`config.mk`:
```
export PLATFORM = sky130hd
export DESIGN_NAME = mem_port_arbiter
export DESIGN_NICKNAME = d
export VERILOG_FILES = /design/src/rtl/mem_arb_pkg.sv /design/src/rtl/arb_wait_timer.sv /design/src/rtl/mem_port_arbiter.sv
export SDC_FILE = /design/constraint.sdc
export NUM_CORES = 1
export LEC_CHECK = 0
export CAP_MARGIN = 20
export CORE_AREA = 5 5 102 104
export CTS_CLUSTER_DIAMETER = 60
export DETAILED_ROUTE_END_ITERATION = 10
export DIE_AREA = 0 0 107 109
export DONT_BUFFER_PORTS = 1
export GPL_ROUTABILITY_DRIVEN = 0
export PLACE_DENSITY = 0.76
export SLEW_MARGIN = 20
export SYNTH_ARGS = -nofsm -noshare
export SYNTH_HDL_FRONTEND = slang
export SYNTH_HIERARCHICAL = 1
export SYNTH_SLANG_ARGS = --single-unit
```
`constraint.sdc`:
```
create_clock -name clk -period 3.8 [get_ports clk]
set_clock_uncertainty 0.05 [all_clocks]
set_input_delay 0.57 -clock clk [delete_from_list [all_inputs] [get_ports clk]]
set_output_delay 0.57 -clock clk [all_outputs]
set_load 0.005 [all_outputs]
```
`src/rtl/mem_arb_pkg.sv`:
```
// Shared types and constants for the IF/MEM unified-memory port arbiter.
package mem_arb_pkg;

    typedef enum logic [1:0] {
        IDLE,
        IF_ACC,
        DM_ACC,
        RESP
    } arb_state_t;

    // Instruction fetches are always full-word accesses.
    localparam logic [2:0] FUNCT3_WORD = 3'b010;

endpackage

```
`src/rtl/arb_wait_timer.sv`:
```
// Counts memory wait cycles of one access; only instantiated when ARB_TIMEOUT_EN is defined.
module arb_wait_timer #(
    parameter int MAX_WAIT = 15
) (
    input  logic i_clk,
    input  logic i_rst,
    input  logic i_load,
    input  logic i_count,
    output logic o_expire
);

    localparam int CW = $clog2(MAX_WAIT + 1);
    localparam logic [CW-1:0] LAST = CW'(MAX_WAIT - 1);

    logic [CW-1:0] r_cnt;

    // Expiry fires on the MAX_WAIT-th waiting cycle, so the access aborts on that edge.
    assign o_expire = i_count && (r_cnt == LAST);

    always_ff @(posedge i_clk or posedge i_rst) begin
        if (i_rst) begin
            r_cnt <= '0;
        end else if (i_load) begin
            r_cnt <= '0;
        end else if (i_count && !o_expire) begin
            r_cnt <= r_cnt + 1'b1;
        end
    end

endmodule

```
`src/rtl/mem_port_arbiter.sv`:
```
// Arbitrates one single-ported, variable-latency memory between the IF and MEM pipeline stages.
// Define ARB_TIMEOUT_EN to abort accesses whose mem_ready never arrives within MAX_WAIT cycles.
module mem_port_arbiter
    import mem_arb_pkg::*;
#(
    parameter int ADDR_W       = 32,
    parameter int DATA_W       = 32,
    parameter int STARVE_LIMIT = 4,
    parameter int MAX_WAIT     = 15
) (
    input  logic              clk,
    input  logic              rst,
    input  logic              if_req,
    input  logic [ADDR_W-1:0] if_addr,
    output logic [DATA_W-1:0] if_rdata,
    output logic              if_valid,
    input  logic              dm_req,
    input  logic              dm_we,
    input  logic [2:0]        dm_funct3,
    input  logic [ADDR_W-1:0] dm_addr,
    input  logic [DATA_W-1:0] dm_wdata,
    output logic [DATA_W-1:0] dm_rdata,
    output logic              dm_valid,
    output logic              mem_req,
    output logic              mem_we,
    output logic [2:0]        mem_size,
    output logic [ADDR_W-1:0] mem_addr,
    output logic [DATA_W-1:0] mem_wdata,
    input  logic [DATA_W-1:0] mem_rdata,
    input  logic              mem_ready,
    output logic              stall_if,
    output logic              stall_mem,
    output logic              err
);

    localparam int SW = $clog2(STARVE_LIMIT + 1);
    localparam logic [SW-1:0] STARVE_MAX = SW'(STARVE_LIMIT);

    if (STARVE_LIMIT < 1 || MAX_WAIT < 1) begin : g_param_check
        $error("mem_port_arbiter: STARVE_LIMIT and MAX_WAIT must be at least 1");
    end

    arb_state_t        r_state;
    arb_state_t        w_next_state;
    logic [SW-1:0]     r_starve_cnt;
    logic              r_grant_dm;
    logic              r_mem_req;
    logic              r_mem_we;
    logic [2:0]        r_mem_size;
    logic [ADDR_W-1:0] r_mem_addr;
    logic [DATA_W-1:0] r_mem_wdata;
    logic [DATA_W-1:0] r_rdata;
    logic              r_timeout;
    logic              w_in_acc;
    logic              w_is_idle;
    logic              w_starved;
    logic              w_grant_if;
    logic              w_grant_dm;
    logic              w_timeout;

    assign w_in_acc  = (r_state == IF_ACC) || (r_state == DM_ACC);
    assign w_is_idle = (r_state == IDLE);
    assign w_starved = (r_starve_cnt >= STARVE_MAX);

`ifdef ARB_TIMEOUT_EN
    arb_wait_timer #(
        .MAX_WAIT (MAX_WAIT)
    ) u_wait_timer (
        .i_clk    (clk),
        .i_rst    (rst),
        .i_load   (w_is_idle),
        .i_count  (w_in_acc && !mem_ready),
        .o_expire (w_timeout)
    );
`else
    assign w_timeout = 1'b0;
`endif

    always_ff @(posedge clk or posedge rst) begin
        if (rst) begin
            r_state <= IDLE;
        end else begin
            r_state <= w_next_state;
        end
    end

    // Data wins ties unless a waiting fetch has already been overtaken STARVE_LIMIT times.
    always_comb begin
        w_next_state = r_state;
        w_grant_if   = 1'b0;
        w_grant_dm   = 1'b0;
        unique case (r_state)
            IDLE: begin
                if (dm_req && !(if_req && w_starved)) begin
                    w_next_state = DM_ACC;
                    w_grant_dm   = 1'b1;
                end else if (if_req) begin
                    w_next_state = IF_ACC;
                    w_grant_if   = 1'b1;
                end
            end
            IF_ACC, DM_ACC: begin
                if (mem_ready || w_timeout) begin
                    w_next_state = RESP;
                end
            end
            RESP:    w_next_state = IDLE;
            default: w_next_state = IDLE;
        endcase
    end

    always_ff @(posedge clk or posedge rst) begin
        if (rst) begin
            r_starve_cnt <= '0;
        end else if (!if_req || w_grant_if) begin
            r_starve_cnt <= '0;
        end else if (w_grant_dm && (r_starve_cnt != STARVE_MAX)) begin
            r_starve_cnt <= r_starve_cnt + 1'b1;
        end
    end

    // Memory-side request is registered at grant and released on completion or abort.
    always_ff @(posedge clk or posedge rst) begin
        if (rst) begin
            r_grant_dm  <= 1'b0;
            r_mem_req   <= 1'b0;
            r_mem_we    <= 1'b0;
            r_mem_size  <= '0;
            r_mem_addr  <= '0;
            r_mem_wdata <= '0;
            r_rdata     <= '0;
            r_timeout   <= 1'b0;
        end else if (w_grant_dm) begin
            r_grant_dm  <= 1'b1;
            r_mem_req   <= 1'b1;
            r_mem_we    <= dm_we;
            r_mem_size  <= dm_funct3;
            r_mem_addr  <= dm_addr;
            r_mem_wdata <= dm_wdata;
            r_timeout   <= 1'b0;
        end else if (w_grant_if) begin
            r_grant_dm  <= 1'b0;
            r_mem_req   <= 1'b1;
            r_mem_we    <= 1'b0;
            r_mem_size  <= FUNCT3_WORD;
            r_mem_addr  <= if_addr;
            r_mem_wdata <= '0;
            r_timeout   <= 1'b0;
        end else if (w_in_acc && (mem_ready || w_timeout)) begin
            r_mem_req <= 1'b0;
            r_mem_we  <= 1'b0;
            r_rdata   <= (mem_ready && !r_mem_we) ? mem_rdata : '0;
            r_timeout <= w_timeout;
        end
    end

    assign mem_req   = r_mem_req;
    assign mem_we    = r_mem_we;
    assign mem_size  = r_mem_size;
    assign mem_addr  = r_mem_addr;
    assign mem_wdata = r_mem_wdata;

    assign if_valid  = (r_state == RESP) && !r_grant_dm;
    assign dm_valid  = (r_state == RESP) && r_grant_dm;
    assign if_rdata  = r_rdata;
    assign dm_rdata  = r_rdata;
    assign err       = (r_state == RESP) && r_timeout;

    // Stalls are forced low while reset is held so the pipeline sees a quiet interface.
    assign stall_if  = if_req && !if_valid && !rst;
    assign stall_mem = dm_req && !dm_valid && !rst;

endmodule

```
==> flow_results.org <==
** Timing
- Final critical-path share of the clock period :: 0.6480
- Max Fclk :: 406.1 MHz
- RSZ-0062 raised after global routing :: false
- Final setup violation count :: 0
- The smallest clock period supported by the final layout is computed as 2.462 ns.
- Slew Viols, Final :: 0
- Slew of the pin with the lowest slew margin :: 0.9414 ns
- Worst max-slew margin expressed relative to the limit :: 0.3700
- Summed over all failing endpoints, the final setup total negative slack is 0 ns.
- Fin. Hold Viols :: 0

** Drt
- First DRT Iteration DRCs :: 291
- For this block, the routed nets add up to 12330 um of wire.
- Detailed-routing iteration count for the pre-antenna-repair pass :: 5
- For this run, design rule violations remaining after detail routing come to 0.
- Average wire per standard cell :: 22.62 um
- The routed layout has 3508 vias.
- Using the TritonRoute via totals, the vias-per-cell ratio works out to 6.437.
- In this run the remaining antenna-violating nets after routing total 0.

** Floorplan
- Io pins :: 275
- Overall die width :: 107 um
- Die Y :: 109 um
- Number of placement rows :: 36
- Die Area :: 0.01166 mm2
- Core area :: 0.009459 mm2
- Initial core utilization :: 0.5167

** Clock network
- In this run, post-CTS repair resized a total of 0 instances.
- Hold buffers post-CTS :: 0
- For this design, the sink count on the clock tree is approximately 110.
- Clock transition at path regs :: 0.09 ns
- Clock tree synthesis selected as its root buffer the cell clkbuf_8.
- After clock tree synthesis, the setup repair step added 0 buffers.
- Number of buffers created by CTS :: 9
- TritonCTS built the clock tree.
- Number of H-tree levels :: 3
- Clock Path Buffers :: 2
- The clock reaches the later pin of the worst-skew pair after 0.36 ns.

** Logic synthesis
- The synthesized design contains 0 enable-type register cells.
- Of the synthesized area, sequential elements account for 0.5479.
- The number of nets in the synthesized netlist is approximately 630.
- After synthesis, the share of flip-flops with an asynchronous set or reset is 1.000.
- Most frequent cell after synthesis :: dfrtp_1
- A synthesized cell averages 10.04 um2.
- Area contributors post-synth :: dfrtp_1 (55%), o21ai_1 (9.6%), a22o_1 (6.1%)
- The number of different library cells used by synthesis comes to 37.
- Number of instances in the synthesized netlist :: approximately 490
- For this run, the number of Yosys warnings is 6.
- Post-synthesis sequential element count :: about 110
- Summing every instance area after synthesis gives between 0.004 and 0.005 mm2.
- Commonest cells in the synthesized netlist :: dfrtp_1 (107), o21ai_1 (94), nand2_1 (38)
- The share of synthesized area in the top cell type comes to 0.5479.
- Yosys top cell by area :: dfrtp_1
- Among all flip-flop cells after synthesis, the most frequent one is dfrtp_1.

** Cells and area
- From synthesis to final layout, the design area changed by -1.767%.
- The count of cells in the finished layout, fillers not included, comes to 545.
- Final net count :: 567
- With fillers left out, the area of the finished cells amounts to 0.004801 mm2.
- Fraction of layout instances using a drive strength above 1 :: 0.07193
- Number of diodes added for antenna fixing :: 0
- Fill cells in the final layout number 867.

** Critical path
- Number of cells on the worst reg-to-reg path :: 5
- Worst Path Class, Setup :: reg2reg
- The worst setup path is launched from a flip-flop.
- The worst register-to-register path has a setup slack of about 1.3 ns.
- Max FO, Critical Path :: 37
- Arrival @ worst endpoint :: 2.69 ns
- STA puts the critical path data required time at 4.03 ns.
- Kind of capture point of the worst setup path :: flip-flop
- R2r startpoint :: r_state[0]
- Worst reg2reg path endpoint :: dm_rdata[29]

** Status
- Result of the run :: complete, no violations

** Power
- The worst-case IR drop observed on VDD is 0.3087 mV.
- Leakage power :: roughly 2.0 nW
- In this run the power density over the cells is 861.6 mW/mm2.

** GRT
- The initial antenna violation count came to 0.
- Across every metal layer, demand over resource in global routing totals 0.2014.
- The total overflow left after global routing is 0.
- Vias in the first global route :: ~3500
- First-pass GRT wire length :: about 19000 um
- Maximum number of pins on one net before global-route repair :: 90

** Place
- Placed Instances :: 529
- Post-detailed-placement cell area :: around 0.0046 mm2
- The HPWL after detailed placement is roughly 8600 um.
- In this run the tool buffered the top-level ports with 0 buffer cells.

** Job
- The tool flagged a number of max-cap violations equal to 0.

** Hold path
- The min-delay analysis places its worst path in the category in2async.
[worst max-delay path: stages (launching register included)]
cell and delay [ns]:
dfrtp_1 0.39, inv_1 0.06, ha_1 0.41, o21ai_4 0.44, nand3_2 0.69, o21ai_1 0.32
[power by group]
part / internal (mW) / total (mW) / leakage (nW) / switching [mW]
registers: 1.61 / 2.06 / 1.33 / 0.450
logic: 0.507 / 1.35 / 0.577 / 0.845
clock network: 0.330 / 0.727 / 0.101 / 0.398
[logic make-up after synthesis]
family / after synthesis / synth area share
AO/OA/AOI/OAI: 179 / 0.2307
AND/OR/NAND/NOR: 112 / 0.1016
flip-flops: 107 / 0.5479
buffers and inverters: 84 / 0.1088
adder cells (fa/ha/maj): 4 / 0.01024
other: 1 / 0.0007673
[stage by stage]
stage / power, mW / setup WS [ns] / utilization / hold slack (ns)
floorplan: 3.303 / 0.3628 / - / 0.4145
global placement: 3.370 / 1.414 / 0.4841 / 0.4248
detailed placement: 3.457 / 1.286 / 0.4847 / 0.4422
CTS: 4.181 / 1.250 / 0.5070 / 0.2428
global route: 4.434 / 1.082 / 0.5075 / 0.2153
finish: 4.136 / 1.338 / 0.5075 / 0.1564
[registers in the layout (all words and copies together), names as in the netlist]
register and flops:
dm_rdata 32, mem_addr 32, mem_req 1, mem_size 3, mem_wdata 32, mem_we 1
r_grant_dm 1, r_starve_cnt 3, r_state 2
[final cells by class]
class                      instances  area (um2)  area share
clock buffer                      10       137.6     0.02867
clock inverter                     6       73.82     0.01538
inverter                           8       37.54    0.007819
multi-input combinational        296        1689      0.3518
sequential                       107        2678      0.5577
tap                              114       142.6     0.02971
timing repair buffer               4       42.54    0.008861
[worst max path at each step]
stage                     from      endpoint  slack [ns]  depth (start not counted)
floorplan                  rst   dm_rdata[0]        0.36                          1
global placement    r_state[0]  mem_addr[20]        1.41                          6
detailed placement  r_state[0]   dm_rdata[6]        1.29                          5
CTS                 r_state[0]   dm_rdata[6]        1.25                          5
global route        r_state[0]  dm_rdata[18]        1.08                          5
finish              r_state[0]  dm_rdata[29]        1.34                          5
[layer usage]
metal | routed length (um) | global-route usage
met1 | 4739 | 0.2553
met2 | 6459 | 0.3381
met3 | 909 | 0.05033
met4 | 220 | 0.07032
met5 | 0 | 0
[cell usage in the layout (no fill, tap or decap), types with 2 or more instances in the layout]
cell type	netlist	final
ha_1	4	4
buf_4	37	3
a21bo_2	2	2
o32a_1	2	2
o21ai_0	3	3
clkinv_4	0	2
a31oi_1	33	33
dfrtp_1	107	107
o21ai_1	94	94
clkinvlp_4	0	2
nand2_1	38	37
clkbuf_8	0	10
nand3_1	32	32
inv_1	7	6
nor2_1	32	32
a21o_1	2	2
a22o_1	34	34
No activity file was read; power rests on OpenSTA's default activity.
